===== src/rtl/glitch_seq_pkg.sv =====
// glitch_seq_pkg: shared FSM states and datapath vector bit positions for the glitch test sequencer
package glitch_seq_pkg;
  typedef enum logic [2:0] {IDLE, APPLY_INIT, SETTLE, APPLY_FINAL, WATCH, REPORT} state_t;
  localparam int IDX_A = 3;
  localparam int IDX_B = 2;
  localparam int IDX_C = 1;
  localparam int IDX_D = 0;
endpackage


===== src/rtl/sync2.sv =====
// sync2: two-flop synchronizer for a single asynchronous bit
module sync2 (
  input  logic clk,
  input  logic rst,
  input  logic d,
  output logic q
);
  logic m;
  always_ff @(posedge clk)
    if (rst) {q, m} <= 2'b00;
    else {q, m} <= {m, d};
endmodule


===== src/rtl/glitch_test_sequencer.sv =====
// glitch_test_sequencer: drives init/final vectors into the glitch detector and reports F edges and a hazard verdict
// Optional run statistics (run_cnt, glitch_total) are enabled by defining GLITCH_SEQ_STATS_EN.
module glitch_test_sequencer
  import glitch_seq_pkg::*;
#(
  parameter int SETTLE_CYC = 4,
  parameter int WIN_CYC    = 8,
  parameter int CNT_W      = 4
) (
  input  logic             clk,
  input  logic             rst,
  input  logic             start,
  input  logic [3:0]       case_init,
  input  logic [3:0]       case_final,
  output logic [3:0]       abcd,
  input  logic             f_in,
  output logic             busy,
  output logic             done,
  output logic             f_init,
  output logic             f_final,
  output logic [CNT_W-1:0] edge_cnt,
  output logic             glitch
`ifdef GLITCH_SEQ_STATS_EN
  ,
  output logic [7:0]       run_cnt,
  output logic [7:0]       glitch_total
`endif
);
  localparam int CMAX = (SETTLE_CYC > WIN_CYC) ? SETTLE_CYC : WIN_CYC;
  localparam int CW = $clog2(CMAX + 1);
  state_t state, nxt;
  logic [3:0] init_q, final_q;
  logic [CW-1:0] cnt;
  logic [CNT_W-1:0] ecnt, ecnt_nx;
  logic f_s, prev, init_s, settle_end, watch_end, glitch_nx;
  sync2 u_sync (
    .clk(clk),
    .rst(rst),
    .d  (f_in),
    .q  (f_s)
  );
  assign settle_end = (state == SETTLE) && (cnt == CW'(SETTLE_CYC - 1));
  assign watch_end  = (state == WATCH) && (cnt == CW'(WIN_CYC - 1));
  assign ecnt_nx    = ((f_s != prev) && (ecnt != '1)) ? ecnt + 1'b1 : ecnt;
  // a saturated counter is treated as more than one edge
  assign glitch_nx  = (init_s == f_s) ? (ecnt_nx != '0) : ((ecnt_nx > CNT_W'(1)) || (&ecnt_nx));
  always_comb begin
    nxt  = state;
    busy = state != IDLE;
    done = state == REPORT;
    case (state)
      IDLE:        nxt = start ? APPLY_INIT : IDLE;
      APPLY_INIT:  nxt = SETTLE;
      SETTLE:      nxt = settle_end ? APPLY_FINAL : SETTLE;
      APPLY_FINAL: nxt = WATCH;
      WATCH:       nxt = watch_end ? REPORT : WATCH;
      default:     nxt = IDLE;
    endcase
  end
  always_ff @(posedge clk)
    if (rst) begin
      state    <= IDLE;
      abcd     <= '0;
      init_q   <= '0;
      final_q  <= '0;
      cnt      <= '0;
      ecnt     <= '0;
      prev     <= 1'b0;
      init_s   <= 1'b0;
      f_init   <= 1'b0;
      f_final  <= 1'b0;
      edge_cnt <= '0;
      glitch   <= 1'b0;
    end else begin
      state <= nxt;
      if (state == IDLE && start) begin
        init_q  <= case_init;
        final_q <= case_final;
      end
      abcd <= (state == APPLY_INIT) ? init_q : (state == APPLY_FINAL) ? final_q : abcd;
      cnt  <= (state == SETTLE || state == WATCH) ? cnt + 1'b1 : '0;
      if (settle_end) begin
        init_s <= f_s;
        prev   <= f_s;
      end
      if (state == APPLY_FINAL) ecnt <= '0;
      if (state == WATCH) begin
        ecnt <= ecnt_nx;
        prev <= f_s;
      end
      // results land on the REPORT entry edge so they are valid alongside done
      if (watch_end) begin
        f_init   <= init_s;
        f_final  <= f_s;
        edge_cnt <= ecnt_nx;
        glitch   <= glitch_nx;
      end
    end
`ifdef GLITCH_SEQ_STATS_EN
  always_ff @(posedge clk)
    if (rst) begin
      run_cnt      <= '0;
      glitch_total <= '0;
    end else if (done) begin
      run_cnt      <= run_cnt + {7'd0, ~&run_cnt};
      glitch_total <= glitch_total + {7'd0, glitch & ~&glitch_total};
    end
`endif
endmodule


===== config.mk =====
export PLATFORM = sky130hd
export DESIGN_NAME = glitch_test_sequencer
export DESIGN_NICKNAME = d
export VERILOG_FILES = /design/src/rtl/glitch_seq_pkg.sv /design/src/rtl/sync2.sv /design/src/rtl/glitch_test_sequencer.sv
export SDC_FILE = /design/constraint.sdc
export NUM_CORES = 1
export LEC_CHECK = 0
export CAP_MARGIN = 25
export CORE_AREA = 2 2 66 49
export DETAILED_ROUTE_END_ITERATION = 6
export DIE_AREA = 0 0 68 51
export HOLD_SLACK_MARGIN = 0.05
export PLACE_DENSITY_LB_ADDON = 0.25
export SLEW_MARGIN = 20
export SYNTH_ARGS = -nofsm -noshare
export SYNTH_HDL_FRONTEND = slang
export SYNTH_SLANG_ARGS = --single-unit

===== constraint.sdc =====
create_clock -name clk -period 2.85 [get_ports clk]
set_input_delay 0.4275 -clock clk [delete_from_list [all_inputs] [get_ports clk]]
set_output_delay 0.4275 -clock clk [all_outputs]
set_load 0.05 [all_outputs]

# Word level (Yosys, flattened, before mapping)
# Cells that the tools add are included.
dict set report classes {
  addsub 2
  n_lt_le_gt_ge 1
  n_mul 0
  n_reduce_logical 14
  n_shift 0
  n_eq_ne 10
  div 0
  mux 12
  bitwise 1
}
# cell count
set op_table {}
lappend op_table {{4-bit two-way mux} 5}
lappend op_table {{3-bit case mux with 5 select lines} 1}
lappend op_table {{4-bit by 1-bit adder with 4-bit output (second input constant)} 2}
lappend op_table {{3-bit by 2-bit == test with 1-bit output (second input constant)} 2}
lappend op_table {{3-bit == test (second input constant)} 2}
lappend op_table {{1-bit two-way mux} 6}
lappend op_table {{2-bit nonzero test} 3}
lappend op_table {{4-bit by 2-bit == test with 1-bit output (second input constant)} 1}
lappend op_table {{4-bit by 3-bit == test with 1-bit output (second input constant)} 1}
lappend op_table {{4-bit by 1-bit > comparator with 1-bit output (second input constant)} 1}
lappend op_table {{1-bit logical AND} 4}
lappend op_table {{4-bit inequality test (second input constant)} 1}
lappend op_table {{4-bit AND reduction} 1}
lappend op_table {{4-bit nonzero test} 1}
lappend op_table {{3-bit by 1-bit == test with 1-bit output (second input constant)} 1}
lappend op_table {{3-bit zero test} 1}
lappend op_table {{3-bit nonzero test} 1}
lappend op_table {{1-bit logical OR} 2}
lappend op_table {{2-bit OR reduction} 1}
lappend op_table {{1-bit == test} 1}
lappend op_table {{1-bit inequality test} 1}
lappend op_table {{1-bit NOT} 1}
dict set report totals {
  in_bits 12
  latchBits 0
  ram_bits 0
  memories 0
  out_inout_bits 13
  wordCells 54
  reg_bits 34
  mem_bits_ro 0
}

# Depth between registers and ports, before layout
# Gate-level depths: netlist of the first run.
dict set report depth {
  ltp_word 6
  ltp_mapped 6
}

# Hierarchy
# From an unflattened synthesis of the first run, not the netlist that was laid out.
dict set report hier_totals {
  hier_cells 170
  area_unflattened_um2 1512.7
}
# module instances cells_per_inst area_each_um2
set modules_own_cells {}
lappend modules_own_cells {glitch_test_sequencer 1 166 1460.2}
lappend modules_own_cells {sync2 1 4 52.6}

# Worst setup path after synthesis of the first run
# OpenSTA, ideal clock, no wires.
dict set report synth_timing {
  path_type {register to output}
  from {reg state[0]}
  to {out done}
  stages_incl_launch_ff 3
  t_arrival_ns 1.198
  setup_slack_ns 1.225
  cell_sequence {dfxtp_1 clkbuf_1 and2_1}
}
dict set report synth_via {
  elab_chain_len 1
}
# element line
set synth_lines {}
lappend synth_lines {{start, declared} glitch_test_sequencer.sv:31} ;# state_t state, nxt;
lappend synth_lines {{start signal, assigned} glitch_test_sequencer.sv:75} ;# state <= nxt;
lappend synth_lines {{3-bit == test} glitch_test_sequencer.sv:50} ;# done = state == REPORT;
lappend synth_lines {{end, declared} glitch_test_sequencer.sv:18} ;# output logic done,
# No other way between the ends.

# Final worst setup path of the first run
dict set report layout_timing {
  from {reg state[1]}
  to {out done}
}
# Same word-level chain as after synthesis.

==> metrics.txt, run 1 <==
max-slew violations=0; Buf/Inv on CP=1; Post-Syn Area=1513 um2; # resized after CTS=0; Leak=0.0006510 uW; routed length per instance=13.27 um; Initial Util=51.53%; share of layout cells above drive strength 1=8.763%; IO Count=25; initial antenna violation count=0; total setup buffers inserted after CTS=0; post-synthesis cell count=170; fin cells=232; Via-to-Cell Ratio=5.405; RSZ-0062 raised after global routing=false; maximum VDD drop=0.0003291 V; origin of the critical flop-to-flop path=state[0]; CP arrival=2130 ps; Seq/Total Area, Yosys=45.00%; Slowest cell on crit path=clkdlybuf4s50_1; total iterations of the first detailed-routing run=4; Synthesized Nets=184; Area Growth Syn to Fin=22.91%; TritonCTS buffer count=5; Max Clock Freq=391.1 MHz; count of input and output buffers=24; row count=17; Multi-input gate area=777.0 um2; CP max FO=11; DRC=0; register area=680.7 um2; Detail Placement HPWL=2.294 mm; largest net degree at the start of global routing=16; startpoint class of the critical path=register; # clock sinks=34; htree depth=2; fin util=63.34%; Final Wtd Congestion=0.9226; ant diodes=0; Nets=207; beginning of the worst hold path=u_sync.m; Post-Route WL=3.079 mm; latest clock arrival within the worst-skew pair=280 ps; Crit. End Element=primary output; Final Cycle Share=89.72%; Crit path max-delay family=buffers and inverters; CP Launch Point=state[1]; commonest register cell after synthesis=dfxtp_1; placed insts=224; Starting DRT DRC Count=84; Slew HR=62.77%; die area=3468 um2; WP data required=2420 ps; pwr dens=540.3 nW/um2; CTS tree=done; worst min path class=register to register; outcome=complete, no violations; maxcap violations=0; total gr overflow=0; Mean Syn Cell Area=8.898 um2; Max stage delay on crit path=800 ps; critical path class=register to primary output; Root Buffer=clkbuf_8; Critical Path, Cell by Cell=nor2b_1 -> and2_1 -> clkdlybuf4s50_1; clk_skew=3.934 ps; hold_ws=444.3 ps; core outline area=2935 um2; Fin. Hold Viols=0; internal reg-to-reg setup slack=1080 ps; design area=1859 um2; first-pass GRT wire length=5.140 mm; Total GRT Usage=20.59%; DRT antenna net count=0; post-layout min period=2557 ps; vias in the first global route=1162; Final Setup Violations=0; via count=1254; die height=51 um; DIE WIDTH=68 um; Clock transition at path regs=60 ps; CTS Hold Buffers Added=0; FFs w/ async S/R, synth=0%; Setup TNS=0 ps; post-synthesis cell type count=39; clk buf depth=2; EDFF count, synth=0; Synth warnings=0; fillcell total=242; Area after DPL=1768 um2; Yosys reg bits=34; worst slew pin tran=552.6 ps
[routing by layer]
| layer | up-vias | GRT usage, % | wire, um |
|---|---|---|---|
| met3 | 6 | 7.489 | 146 |
| met5 | - | 0 | 0 |
| li1 | 637 | - | - |
| met4 | 0 | 11.00 | 53 |
| met2 | 25 | 31.23 | 1440 |
| met1 | 586 | 25.28 | 1438 |
[cell families (layout without fill, tap and decap cells)]
kind of cell / Yosys count / in the layout / synth area share [%]
flops: 34 / 34 / 45.00
mux: 7 / 7 / 4.632
compound gates: 37 / 37 / 15.96
simple gates: 71 / 71 / 25.15
buf+inv: 13 / 37 / 3.639
fa+ha+maj: 2 / 2 / 1.654
xor+xnor: 6 / 6 / 3.970
[power breakdown]
group          switching, uW  internal, uW
Sequential              23.0           496
Clock                    160           195
Combinational           75.6          55.6
[placed cells by master (no fill, tap or decap), types with 4 or more instances in the layout]
cell and instances:
clkdlybuf4s50_1 24, mux2i_1 7, a21oi_1 16, nand2_1 30, nor2_1 13, nand3_1 4
xnor2_1 4, nor2b_1 4, inv_1 4, o21ai_0 6, clkbuf_8 6, dfxtp_1 34
a211oi_1 7
[synth_stat cells (4+ instances only)]
| library cell | instances | area share, % |
|---|---|---|
| dfxtp_1 | 34 | 45 |
| nand2_1 | 30 | 7.4 |
| a21oi_1 | 16 | 5.3 |
| nor2_1 | 13 | 3.2 |
| a211oi_1 | 7 | 3.5 |
| mux2i_1 | 7 | 4.6 |
| clkbuf_1 | 6 | 1.5 |
| o21ai_0 | 6 | 2.0 |
| inv_1 | 4 | 0.99 |
| nand3_1 | 4 | 1.3 |
| nor2b_1 | 4 | 1.7 |
| xnor2_1 | 4 | 2.3 |
[final cells by class]
cell class                      instances  area share, %
Clock inverter                          1         0.2692
Clock buffer                            7          4.643
Inverter                                4         0.8075
Multi-Input combinational cell        123          41.79
Timing Repair Buffer                   25          13.32
Sequential cell                        34          36.61
Tap cell                               38          2.557
[through the flow]
stage	setup slack [ps]	power [uW]
floorplan	1225	616.3
global placement	653.0	655.0
finish	293.1	1005
global route	181.9	1051
CTS	302.9	1021
detailed placement	617.7	659.8
[worst paths after layout]
kind         endpoint  depth (start not counted)
max              done                          3
min          u_sync.q                          1
max reg2reg    glitch                          4
min reg2reg  u_sync.q                          1
[state kept, by name (all words and copies together) (netlist names)]
name,flops
abcd,4
glitch,1
u_sync.m,1
f_final,1
cnt,4
f_init,1
edge_cnt,4
final_q,4
init_s,1
prev,1
ecnt,4
state,3
init_q,4
u_sync.q,1
(Power assumes the default switching activity.)
==> inputs of run 2 (changes only) <==
--- a/config.mk
+++ b/config.mk
@@ -6,9 +6,9 @@
 export NUM_CORES = 1
 export LEC_CHECK = 0
 export CAP_MARGIN = 25
-export CORE_AREA = 2 2 66 49
+export CORE_AREA = 8 8 72 55
 export DETAILED_ROUTE_END_ITERATION = 6
-export DIE_AREA = 0 0 68 51
+export DIE_AREA = 0 0 80 63
 export HOLD_SLACK_MARGIN = 0.05
 export PLACE_DENSITY_LB_ADDON = 0.25
 export SLEW_MARGIN = 20
==> run 2 against run 1 <==
- core utilization did not move
- highest routed layer unchanged
- design area unchanged
- non-clock buffer count did not move
- routed wire length is 9.2% higher
- critical path depth stayed put
- largest power group unchanged
- clock power barely moved
- sequential power is essentially flat
- sequential share of layout area is the same
- setup slack improved by 34 ps
- first-iteration DRC count rose by 15%
- count of clock-buffer cells in the layout unchanged
- sequential cell count unchanged
==> metrics.txt, run 2 (synthesis gave the netlist of run 1 again) <==
outcome=complete, no violations; routed length per instance=14.50 um; CP arrival=2100 ps; Crit. End Element=primary output; die height=63 um; DIE WIDTH=80 um; Root Buffer=clkbuf_8; vias in the first global route=1244; row count=17; Fin. Hold Viols=0; ant diodes=0; # resized after CTS=0; Post-Route WL=3.363 mm; core outline area=2935 um2; maximum VDD drop=0.0003338 V; share of layout cells above drive strength 1=8.763%; Final Wtd Congestion=0.9081; CTS Hold Buffers Added=0; die area=5040 um2; post-layout min period=2523 ps; Placement Setup Slack=620.4 ps; total gr overflow=0; Max Clock Freq=396.3 MHz; CTS tree=done; RSZ-0062 raised after global routing=false; latest clock arrival within the worst-skew pair=280 ps; clk buf depth=2; htree depth=2; fillcell total=254; Final Cycle Share=88.53%; worst slew pin tran=564.6 ps; worst min path class=register to register; DRT antenna net count=0; Initial Util=51.53%; startpoint class of the critical path=register; via count=1253; Detail Placement HPWL=2.523 mm; Starting DRT DRC Count=97; DRC=0; CP max FO=11; fin util=63.34%; Leak=0.0006510 uW; Setup TNS=0 ps; Final Setup Violations=0; pwr dens=540.5 nW/um2; max-slew violations=0; critical path class=register to primary output; final setup margin=326.9 ps; clk_skew=3.120 ps; Area Growth Syn to Fin=22.91%; WP data required=2420 ps; highest-count cells in the layout ignoring fill and taps=dfxtp_1 (34), nand2_1 (30), clkdlybuf4s50_1 (24), a21oi_1 (16), nor2_1 (13); Clock transition at path regs=60 ps; Tot Pwr=1005 uW; first-pass GRT wire length=5.637 mm; maxcap violations=0; largest net degree at the start of global routing=16; TritonCTS buffer count=5; IO Count=25; Slew HR=62.24%; total iterations of the first detailed-routing run=4; total setup buffers inserted after CTS=0; most common cell after layout, fill and taps aside=dfxtp_1; hold_ws=449.5 ps; # clock sinks=34; count of input and output buffers=24; Total GRT Usage=13.95%; Via-to-Cell Ratio=5.401; initial antenna violation count=0; Nets=207
-- run 2: cell counts in the layout (fill, tap and decap cells not counted) --
Identical to the previous run, type by type.
-- run 2: metrics by stage --
step | cell area (um2) | cells
after floorplan | 1513 | 170
after global placement | 1768 | 224
after detailed placement | 1768 | 224
after CTS | 1859 | 232
after global routing | 1859 | 232
final | 1859 | 232
-- run 2: power breakdown --
group          total [uW]  internal (uW)  switching (uW)
clock network         354            195             160
logic                 133           55.6            77.3
registers             518            495            22.3
total                1000            746             259
-- run 2: per-layer routing --
| layer | GRT usage [%] | up-vias | wire length (um) |
|---|---|---|---|
| met1 | 16.43 | 594 | 1541 |
| met2 | 22.66 | 25 | 1629 |
| met4 | 5.430 | 0 | 34 |
| li1 | - | 629 | - |
| met3 | 4.454 | 5 | 157 |
| met5 | 0 | - | 0 |
-- run 2: worst paths after layout --
| check | start | end | slack [ps] | cells after the start |
|---|---|---|---|---|
| worst max-delay path | state[1] | done | 330 | 3 |
| worst min-delay path | cnt[0] | cnt[0] | 450 | 1 |
| worst max register to register | state[0] | edge_cnt[3] | 1080 | 4 |
| worst min register to register | cnt[0] | cnt[0] | 450 | 1 |
-- run 2: critical path, cell delays in order, from the launching register on --
cell	delay, ps
dfxtp_1	460
nor2b_1	360
and2_1	190
clkdlybuf4s50_1	810
-- run 2: cell type report --
cell class	instances	area [um2]	share of cell area, %
Clock buffer	7	86.33	4.643
Sequential cell	34	680.7	36.61
Multi-Input combinational cell	123	777.0	41.79
Tap cell	38	47.55	2.557
Timing Repair Buffer	25	247.7	13.32
Clock inverter	1	5.005	0.2692
Inverter	4	15.01	0.8075
==> inputs of run 3 (changes only) <==
--- a/config.mk
+++ b/config.mk
@@ -7,10 +7,11 @@
 export LEC_CHECK = 0
 export CAP_MARGIN = 25
 export CORE_AREA = 8 8 72 55
+export CTS_CLUSTER_SIZE = 12
 export DETAILED_ROUTE_END_ITERATION = 6
 export DIE_AREA = 0 0 80 63
 export HOLD_SLACK_MARGIN = 0.05
-export PLACE_DENSITY_LB_ADDON = 0.25
+export PLACE_DENSITY = 0.91
 export SLEW_MARGIN = 20
 export SYNTH_ARGS = -nofsm -noshare
 export SYNTH_HDL_FRONTEND = slang
==> run 3 against run 2 <==
- core utilization unchanged
- total power up 1.3%
- die area unchanged
- non-clock buffer count unchanged
- routed wire length down 7.4%
- first-iteration DRC count up 10%
- maximum frequency down 2.3%
- clock power up 4%
- hold slack better by 4.8 ps
- clock skew up 2.0 ps
==> metrics.txt, run 3 (synthesis gave the netlist of run 1 again) <==
outcome=complete, no violations; Tot Pwr=1018 uW; combinational power share=12.9%; Clk pwr share=36.2%; max-slew violations=0; vias in the first global route=1110; internal power=745.6 uW; count of input and output buffers=24; IO Count=25; CTS Hold Buffers Added=0; RSZ-0062 raised after global routing=false; via count=1230; clk buf depth=2; Setup TNS=0 ps; Nets=207; first-pass GRT wire length=5.085 mm; Fin. Hold Viols=0; total setup buffers inserted after CTS=0; share of layout cells above drive strength 1=8.763%; die height=63 um; Leak=0.0006510 uW; TritonCTS buffer count=5; die area=5040 um2; htree depth=2; # resized after CTS=0; largest net degree at the start of global routing=16; WP data required=2420 ps; row count=17; startpoint class of the critical path=register; Total GRT Usage=12.92%; DIE WIDTH=80 um; pwr dens=547.3 nW/um2; sw frac=26.72%; Final Setup Violations=0; Detail Placement HPWL=2.239 mm; total iterations of the first detailed-routing run=4; maximum VDD drop=0.0003186 V; DRC=0; CP max FO=11; NetSw=271.9 uW; worst slew pin tran=534.3 ps; DRT antenna net count=0; total gr overflow=0; clk_skew=5.088 ps; Post-Route WL=3.113 mm; Final Wtd Congestion=0.8111; ant diodes=0; Root Buffer=clkbuf_8; Sequential Power Share=50.9%; Buf/Inv on CP=1; latest clock arrival within the worst-skew pair=290 ps; Slew HR=64.27%; highest-count cells in the layout ignoring fill and taps=dfxtp_1 (34), nand2_1 (30), clkdlybuf4s50_1 (24), a21oi_1 (16), nor2_1 (13); # clock sinks=34; Via-to-Cell Ratio=5.302; post-layout min period=2582 ps; CP arrival=2150 ps; Crit path max-delay family=buffers and inverters; worst min path class=register to register; most common cell after layout, fill and taps aside=dfxtp_1; core outline area=2935 um2; Critical Path, Cell by Cell=nor2b_1 -> and2_1 -> clkdlybuf4s50_1; maxcap violations=0; Starting DRT DRC Count=107; Max Clock Freq=387.3 MHz; Slowest cell on crit path=clkdlybuf4s50_1; initial antenna violation count=0; critical path class=register to primary output; Crit. End Element=primary output; Clock transition at path regs=70 ps; Initial Util=51.53%; hold_ws=454.3 ps; Final Cycle Share=90.61%; Max stage delay on crit path=800 ps; Area Growth Syn to Fin=22.91%; CTS tree=done; routed length per instance=13.42 um
-- run 3: cell counts in the layout (fill, tap and decap cells not counted) --
No cell type changed its count.
-- run 3: power by group through the flow --
stage	Clock, uW	Sequential, uW	Combinational [uW]
after floorplan	0	535	81.6
after global routing	390	521	143
after global placement	0	527	128
after CTS	371	518	131
final	369	518	131
after detailed placement	0	528	130
-- run 3: per-layer routing --
layer | part of all wire (%) | up-vias | GRT usage, %
met2 | 41 | 36 | 17.93
li1 | - | 636 | -
met4 | 2.4 | 0 | 7.466
met3 | 7.8 | 6 | 4.885
met1 | 48 | 552 | 16.42
met5 | 0 | - | 0
-- run 3: metrics by stage --
step / cell area, um2 / utilization [%] / setup WS, ps / instances
global route: 1859 / 63.34 / 169.9 / 232
finish: 1859 / 63.34 / 267.7 / 232
floorplan: 1513 / - / 1225 / 170
CTS: 1859 / 63.34 / 278.9 / 232
detailed placement: 1768 / 60.23 / 609.6 / 224
global placement: 1768 / 60.23 / 629.9 / 224
-- run 3: path summary, 6_finish.rpt --
check	from	cells after the start	slack, ps	end
worst min-delay path	edge_cnt[2]	2	450	edge_cnt[2]
worst max-delay path	state[1]	3	270	done
worst max register to register	state[1]	4	1080	prev
worst min register to register	edge_cnt[2]	2	450	edge_cnt[2]
-- run 3: cell type report --
type | instances | area, um2
clock buffers | 7 | 86.33
clock inverters | 1 | 5.005
well taps | 38 | 47.55
multi-input cells | 123 | 777.0
flip-flops and latches | 34 | 680.7
fillers | 248 | 1076
inverters | 4 | 15.01
repair buffers | 25 | 247.7
-- run 3: worst min-delay path, stage by stage (launching register included) --
cell and delay [ps]:
dfxtp_1 310, nand2_1 50, a21oi_1 50
